## config.mk

```make
export PLATFORM = sky130hd
export DESIGN_NAME = hazard_stall_ctrl
export DESIGN_NICKNAME = d
export VERILOG_FILES = /design/src/rtl/hazard_stall_ctrl.sv
export SDC_FILE = /design/constraint.sdc
export NUM_CORES = 1
export LEC_CHECK = 0
export ABC_AREA = 0
export CAP_MARGIN = 10
export CORE_MARGIN = 4
export CORE_UTILIZATION = 43
export DETAILED_ROUTE_END_ITERATION = 6
export PLACE_DENSITY = 0.86
export RECOVER_POWER = 50
export SYNTH_ARGS = -nofsm -noshare
export SYNTH_HDL_FRONTEND = slang
export SYNTH_SLANG_ARGS = --single-unit
```

## constraint.sdc

```tcl
create_clock -name clk -period 3.1 [get_ports clk]
set_input_delay 0.62 -clock clk [delete_from_list [all_inputs] [get_ports clk]]
set_output_delay 0.62 -clock clk [all_outputs]
set_load 0.05 [all_outputs]
```

## src/rtl/hazard_stall_ctrl.sv

```systemverilog
// hazard_stall_ctrl: central pipeline sequencer for the 5-stage CPU.
//
// Detects load-use hazards and taken branches, and watches a multi-cycle data
// memory. From these it drives the enables, bubble and flush controls of the
// PC, IF/ID, ID/EX and EX/MEM registers. All hazard responses are same-cycle
// combinational decodes of the registered state and the current inputs.
//
// Parameters:
//   FLUSH_CYCLES  total IF/ID flush + ID/EX bubble cycles per taken branch (1..7)
//   MEM_TIMEOUT   consecutive Mem_busy cycles before Mem_timeout is raised (1..255)
//   ZERO_REG      register index that never creates a hazard (XZR)
//
// Ports:
//   clk, reset          rising-edge clock, synchronous active-high reset
//   Id_Rn, Id_Rm        source registers of the instruction in ID
//   Id_UsesRn/Rm        ID instruction actually reads Rn / Rm
//   Ex_Rd, Ex_RegWE     destination / write enable of the instruction in EX
//   Ex_Mem2Reg          EX instruction is a load
//   Br_taken            taken branch resolved this cycle
//   Mem_busy            data memory has not completed this cycle's access
//   PC_WE, IFID_WE, IDEX_WE, EXMEM_WE   stage register enables
//   IFID_flush          load a NOP into IF/ID
//   IDEX_bubble         load a NOP into ID/EX
//   Mem_timeout         sticky memory-timeout error flag
//
// Optional build macro HAZARD_PERF_CNT_EN adds saturating 32-bit counters
// Perf_stall_cnt, Perf_flush_cnt and Perf_memwait_cnt (load-use stall cycles,
// flush cycles and memory-busy stall cycles respectively).

module hazard_stall_ctrl #(
    parameter int unsigned FLUSH_CYCLES = 1,
    parameter int unsigned MEM_TIMEOUT  = 255,
    parameter int unsigned ZERO_REG     = 31
) (
    input  logic       clk,
    input  logic       reset,
    input  logic [4:0] Id_Rn,
    input  logic [4:0] Id_Rm,
    input  logic       Id_UsesRn,
    input  logic       Id_UsesRm,
    input  logic [4:0] Ex_Rd,
    input  logic       Ex_RegWE,
    input  logic       Ex_Mem2Reg,
    input  logic       Br_taken,
    input  logic       Mem_busy,
    output logic       PC_WE,
    output logic       IFID_WE,
    output logic       IFID_flush,
    output logic       IDEX_WE,
    output logic       IDEX_bubble,
    output logic       EXMEM_WE,
    output logic       Mem_timeout
`ifdef HAZARD_PERF_CNT_EN
    ,
    output logic [31:0] Perf_stall_cnt,
    output logic [31:0] Perf_flush_cnt,
    output logic [31:0] Perf_memwait_cnt
`endif
);

    localparam logic [2:0] FlReload   = 3'(FLUSH_CYCLES - 1);
    localparam logic [7:0] TimeoutLim = 8'(MEM_TIMEOUT);
    localparam logic [4:0] ZeroReg    = 5'(ZERO_REG);
    localparam bit         MultiFlush = (FLUSH_CYCLES > 1);

    typedef enum logic [1:0] {StRun, StMemWait, StFlush} state_t;

    state_t     state_q;
    logic [7:0] wait_cnt_q;
    logic [2:0] fl_cnt_q;
    logic       timeout_q;

    logic       loaduse;
    logic [7:0] wait_inc;
    logic       stall_cyc;

    assign loaduse = Ex_RegWE & Ex_Mem2Reg & (Ex_Rd != ZeroReg) &
                     ((Id_UsesRn & (Id_Rn == Ex_Rd)) | (Id_UsesRm & (Id_Rm == Ex_Rd)));

    // Consecutive busy-cycle count, saturating at 255.
    assign wait_inc = (wait_cnt_q == 8'hFF) ? wait_cnt_q : wait_cnt_q + 8'd1;

    // Output decode. MEMWAIT with the memory done decodes exactly like RUN;
    // FLUSH overrides branch/load-use because the ID content is being discarded.
    always_comb begin
        PC_WE       = 1'b1;
        IFID_WE     = 1'b1;
        IDEX_WE     = 1'b1;
        EXMEM_WE    = 1'b1;
        IFID_flush  = 1'b0;
        IDEX_bubble = 1'b0;
        stall_cyc   = 1'b0;
        if (reset) begin
            PC_WE       = 1'b0;
            IFID_WE     = 1'b0;
            IDEX_WE     = 1'b0;
            EXMEM_WE    = 1'b0;
            IFID_flush  = 1'b1;
            IDEX_bubble = 1'b1;
        end else if (Mem_busy) begin
            PC_WE    = 1'b0;
            IFID_WE  = 1'b0;
            IDEX_WE  = 1'b0;
            EXMEM_WE = 1'b0;
        end else if (state_q == StFlush || Br_taken) begin
            IFID_flush  = 1'b1;
            IDEX_bubble = 1'b1;
        end else if (loaduse) begin
            PC_WE       = 1'b0;
            IFID_WE     = 1'b0;
            IDEX_bubble = 1'b1;
            stall_cyc   = 1'b1;
        end
    end

    assign Mem_timeout = timeout_q & ~reset;

    always_ff @(posedge clk) begin
        if (reset) begin
            state_q    <= StRun;
            wait_cnt_q <= 8'd0;
            fl_cnt_q   <= 3'd0;
            timeout_q  <= 1'b0;
        end else begin
            wait_cnt_q <= Mem_busy ? wait_inc : 8'd0;
            if (Mem_busy && (wait_inc >= TimeoutLim)) begin
                timeout_q <= 1'b1;
            end
            case (state_q)
                StRun, StMemWait: begin
                    if (Mem_busy) begin
                        state_q <= StMemWait;
                    end else if (Br_taken && MultiFlush) begin
                        state_q  <= StFlush;
                        fl_cnt_q <= FlReload;
                    end else begin
                        state_q <= StRun;
                    end
                end
                StFlush: begin
                    // A busy memory freezes the flush sequence in place.
                    if (!Mem_busy) begin
                        if (Br_taken) begin
                            fl_cnt_q <= FlReload;
                        end else begin
                            fl_cnt_q <= fl_cnt_q - 3'd1;
                            if (fl_cnt_q <= 3'd1) begin
                                state_q <= StRun;
                            end
                        end
                    end
                end
                default: state_q <= StRun;
            endcase
        end
    end

`ifdef HAZARD_PERF_CNT_EN
    always_ff @(posedge clk) begin
        if (reset) begin
            Perf_stall_cnt   <= 32'd0;
            Perf_flush_cnt   <= 32'd0;
            Perf_memwait_cnt <= 32'd0;
        end else begin
            if (stall_cyc && Perf_stall_cnt != 32'hFFFF_FFFF) begin
                Perf_stall_cnt <= Perf_stall_cnt + 32'd1;
            end
            if (IFID_flush && Perf_flush_cnt != 32'hFFFF_FFFF) begin
                Perf_flush_cnt <= Perf_flush_cnt + 32'd1;
            end
            if (Mem_busy && Perf_memwait_cnt != 32'hFFFF_FFFF) begin
                Perf_memwait_cnt <= Perf_memwait_cnt + 32'd1;
            end
        end
    end
`else
    logic unused_stall;
    assign unused_stall = stall_cyc;
`endif

endmodule

```

Yosys cells after proc, flatten, opt, wreduce, memory -nomap -nowiden

Cells that the tools add are included.
W data, S select, Z words.

Add/subtract/negate cells: 2
$mul: 0
Divide/modulo/power cells: 0
$lt $le $gt $ge: 2
Eq/ne operators: 9
Shift-type cells: 0
Muxes and demuxes: 20
Bitwise gates (word level): 9
Reductions and logical operators: 7

Operators with widths:

| operator              | count |
|---|---|
| $mux W1               | 14 |
| $eq A5 B5 Y1          | 2 |
| $add A8 B1 Y8 const B | 1 |
| $eq A8 B8 Y1 const B  | 1 |
| $ge A8 B8 Y1 const B  | 1 |
| $mux W8               | 1 |
| $and A1 B1 Y1         | 6 |
| $mux W2               | 3 |
| $ne A5 B5 Y1 const B  | 1 |
| $ne A2 B2 Y1 const B  | 2 |
| $pmux W2 S2           | 1 |
| $reduce_or A2 Y1      | 2 |
| $le A3 B1 Y1 const B  | 1 |
| $mux W3               | 1 |
| $reduce_and A3 Y1     | 1 |
| $sub A3 B1 Y3 const B | 1 |
| $eq A2 B1 Y1 const B  | 1 |
| $eq A2 B2 Y1 const B  | 1 |
| $logic_not A2 Y1      | 1 |
| $ne A2 B1 Y1 const B  | 1 |
| $not A1 Y1            | 2 |
| $reduce_and A2 Y1     | 1 |
| $logic_and A1 B1 Y1   | 1 |
| $logic_or A1 B1 Y1    | 1 |
| $or A1 B1 Y1          | 1 |

Flip-flop bits (word level): 14
Latch bits: 0
Memory bits (writable): 0
Bits in read-only memories: 0
Bits of input ports: 23
Output and inout port bits: 7
Logic and storage cells: 53
Memories: 0

Depth between registers and ports, before layout

Depth in word-level cells: 8
Mapped depth: 5

Worst setup path before layout

OpenSTA, ideal clock, no wires.

Path type: input -> output
Start point: input Ex_Rd[4]
End point: output IDEX_bubble
Arrival: 2.864 ns
Data required time: 2.480 ns
Slack: -0.384 ns
Stages: 4
Buffers on the path: 0
Path through: xor2_1 > nor4_1 > a32oi_1 > o41ai_1

Longest elaborated chain between the ends: 8
Elaborated cells on any way between the ends: 12

RTL lines:

| what               | line | text |
|---|---|---|
| start: declaration | 41   | `input logic [4:0] Ex_Rd,` |
| $eq A5 B5 Y1       | 78   | `((Id_UsesRn & (Id_Rn == Ex_Rd)) \| (Id_UsesRm & (Id_Rm == Ex_Rd)));` |
| $and A1 B1 Y1      | 78   |  |
| $or A1 B1 Y1       | 78   |  |
| $and A1 B1 Y1 *    | 77   | `assign loaduse = Ex_RegWE & Ex_Mem2Reg & (Ex_Rd != ZeroReg) &` |
| $mux W1 *          | 108  | `end else if (loaduse) begin` |
| $mux W1 *          | 105  | `end else if (state_q == StFlush \|\| Br_taken) begin` |
| $mux W1 *          | 100  | `end else if (Mem_busy) begin` |
| $mux W1 *          | 93   | `if (reset) begin` |
| end: declaration   | 50   | `output logic IDEX_bubble,` |

Every way passes the cells marked *; elsewhere a longest branch is shown, timed or not.

Final worst setup path

Start point: input Ex_Rd[2]
End point: output IDEX_bubble

The elaborated chain is that of the path after synthesis.

==> results.cfg <==
[run_status]
status = finished clean

[placed_design]
hpwl_mm = 1.42
port-buffer-count = 29
gp_congestion = 0.885

[power]
p_total_w = 0.000297
power.density_mw_per_mm2 = 304
p_leak_nw = 0.399
vdd_drop_max_v = 0.000247

[timing]
post-route-period-util = 0.973
slew_headroom = 0.668
fin_tns_setup_ns = 0
drv_slew = 0
hold_violations = 0
fmax_ghz = 0.332
period_needed_ns = 3.02
setup_viol = 0
skew_ns = 0.00133
worst_slew_pin_slew_ns = 0.497
grt_setup_unrepaired = no

[die]
die_h_um = 47.2
die-area_sq_mm = 0.00223
rows = 13
dieWidth_um = 47.2
io_pins = 30
core_sq_mm = 0.00137
initial_utilization = 0.484

[setup_path]
required_ns = 2.48
cpMaxStageDelayCell = clkdlybuf4s50_1
cp_top_family = buffers and inverters
start_kind = input pin
worst-path-buf-inv = 2
cp_data_arrival_time_ns = 2.40
crit_path_end_kind = output port
crit_path_cell_trace = clkdlybuf4s50_1 > xor2_1 > nor4_1 > a32oi_1 > o41ai_2 > buf_12
crit_fanout = 3
slowest_delay_ns = 0.47
critPathKind = in2out

[clocking]
postCtsHoldBufs = 0
numCtsBuffers = 3
post_cts_buffers = 0
cts_resized = 0
cts_root_buffer = clkbuf_4
cts_tree = yes
clk_latency_ns = 0.27
h-tree-depth = 1
cts.sinks = 9
cts_buffer_depth = 2
clk_pin_slew_ns = 0.06

[synth]
yosysTopAreaCell = dfxtp_1
synthXorXnorAreaFrac = 0.146
syn-cell-area_sq_um = 661
synth-compound-area-share = 0.208
synth_edf_count = 0
ys_seq_area_frac = 0.273
synthFlopType = dfxtp_1
synth_fa_ha_area_frac = 0.0189
synth.distinct_cells = 34
synth_fp_nets = 100
syn_inst = 76
yosys_warnings = 0
synth.area.top_cells = dfxtp_1, xor2_1, a31oi_1, a2111oi_4, xnor2_1
yosys_register_bits = 9
synthSimpleGateAreaFrac = 0.280
synthArstFlopShare = 0
synth_area_per_cell_sq_um = 8.69
synth_top_family_by_area = simple AND/OR/NAND/NOR gates
muxShareOfSynthArea = 0.0170
synth_top_area_frac = 0.273

[grt]
overflow = 0
grt_pass1_wl_mm = 2.98
grt_start_max_net_pins = 10
grt_util_all_layers = 0.193
antenna_found_initial = 0
grt_pass1_vias = 689

[detailed_routing]
via_per_inst = 5.68
drt-total-wl_mm = 1.79
dr.pass1.iters = 4
drc = 0
wirelength_met1_um = 712
ant_nets = 0
drt_iter0_drc = 25
num_vias = 681
wl_per_cell_um = 14.9
top_layer = met4
met2_length_um = 877
dr_wl_met3_um = 176

[finish]
drive_gt1_frac = 0.114
syn2layout_area_growth_pct = 47.7
nNetsFinal = 130
diodes = 0

[run]
max_cap_violations = 0

[worst_hold_path]
hp-class = reg2reg
## worst reg2reg max path, cell delays in order, from the launching register on
cell,delay (ns)
dfxtp_1,0.45
ha_1,0.27
and3_1,0.26
nand3_1,0.27
mux2_1,0.40
a31o_1,0.18
## per-stage QoR
| stage | utilization | hold WS (ns) | setup WS (ns) | instances | cell area [sq um] |
|---|---|---|---|---|---|
| after floorplan | - | 0.476 | 0.208 | 76 | 668 |
| after global placement | 0.693 | 0.504 | 0.101 | 116 | 947 |
| after detailed placement | 0.693 | 0.518 | 0.0592 | 116 | 947 |
| after CTS | 0.712 | 0.531 | 0.0543 | 120 | 973 |
| after global routing | 0.714 | 0.581 | 0.0135 | 120 | 976 |
| final | 0.714 | 0.534 | 0.0836 | 120 | 976 |
## sequential cells by signal, indices dropped and copies added (netlist names)
register and count:
wait_cnt_q 8, timeout_q 1
## final cells by class
class	instances	area, sq um
multi-input combinational	61	450
fill	111	390
timing repair buffer	29	293
sequential	9	180
clock buffer	4	26.3
tap	15	18.8
inverter	2	7.51
## cell families after synthesis
family          Yosys count
mux                       1
flops                     9
xor+xnor                 11
fa+ha+maj                 1
simple gates             31
compound gates           17
buf+inv                   6
## cells in the final DEF, fill, tap and decap left out
| master | Yosys | layout |
|---|---|---|
| a2111oi_4 | 1 | 1 |
| a21oi_1 | 4 | 4 |
| a31o_1 | 1 | 1 |
| a31o_2 | 1 | 1 |
| a31oi_1 | 5 | 5 |
| a32oi_1 | 1 | 1 |
| and2_0 | 1 | 1 |
| and2b_1 | 3 | 3 |
| and3_1 | 4 | 4 |
| and3b_1 | 1 | 1 |
| and4_1 | 1 | 1 |
| buf_12 | 0 | 1 |
| buf_4 | 2 | 4 |
| clkbuf_1 | 1 | 1 |
| clkbuf_4 | 0 | 3 |
| clkdlybuf4s50_1 | 0 | 22 |
| dfxtp_1 | 9 | 9 |
| dlygate4sd3_1 | 0 | 1 |
| dlymetal6s2s_1 | 0 | 1 |
| ha_1 | 1 | 1 |
| inv_1 | 2 | 2 |
| mux2_1 | 0 | 1 |
| nand2_1 | 4 | 4 |
| nand2b_1 | 2 | 2 |
| nand3_1 | 2 | 2 |
| nand3b_1 | 1 | 1 |
| nand4_1 | 1 | 1 |
| nor2_1 | 5 | 5 |
| nor3_1 | 2 | 2 |
| nor4_1 | 2 | 2 |
| nor4bb_1 | 1 | 1 |
| o21ai_0 | 1 | 1 |
| o21bai_1 | 1 | 1 |
| o41a_1 | 1 | 1 |
| o41ai_2 | 0 | 1 |
| or4_4 | 1 | 1 |
| xnor2_1 | 3 | 3 |
| xor2_1 | 8 | 8 |
## path summary, 6_finish.rpt
| path | start | to | slack, ns | depth (start not counted) |
|---|---|---|---|---|
| worst min-delay path | wait_cnt_q[3]$_SDFF_PP0_ | wait_cnt_q[3]$_SDFF_PP0_ | 0.53 | 1 |
| worst max-delay path | Ex_Rd[2] | IDEX_bubble | 0.08 | 6 |
| worst max register to register | wait_cnt_q[0]$_SDFF_PP0_ | timeout_q$_SDFFE_PP0P_ | 1.17 | 5 |
| worst min register to register | wait_cnt_q[3]$_SDFF_PP0_ | wait_cnt_q[3]$_SDFF_PP0_ | 0.53 | 1 |
## per-layer routing
layer | vias up | GRT usage
met5 | - | 0
met4 | 0 | 0.0663
met3 | 4 | 0.0728
met2 | 33 | 0.328
met1 | 307 | 0.219
li1 | 337 | -
## report_power, final
group          internal, W  switching [W]  total (W)
Combinational    0.0000442      0.0000381  0.0000823
Sequential        0.000117     0.00000194   0.000119
Clock            0.0000499      0.0000458  0.0000958
Total             0.000211      0.0000859   0.000297
## cells in the mapped netlist, types with 2 or more instances
| cell type | n |
|---|---|
| a21oi_1 | 4 |
| a31oi_1 | 5 |
| and2b_1 | 3 |
| and3_1 | 4 |
| buf_4 | 2 |
| dfxtp_1 | 9 |
| inv_1 | 2 |
| nand2_1 | 4 |
| nand2b_1 | 2 |
| nand3_1 | 2 |
| nor2_1 | 5 |
| nor3_1 | 2 |
| nor4_1 | 2 |
| xnor2_1 | 3 |
| xor2_1 | 8 |
Note: power is estimated with default switching activity, not from simulation.
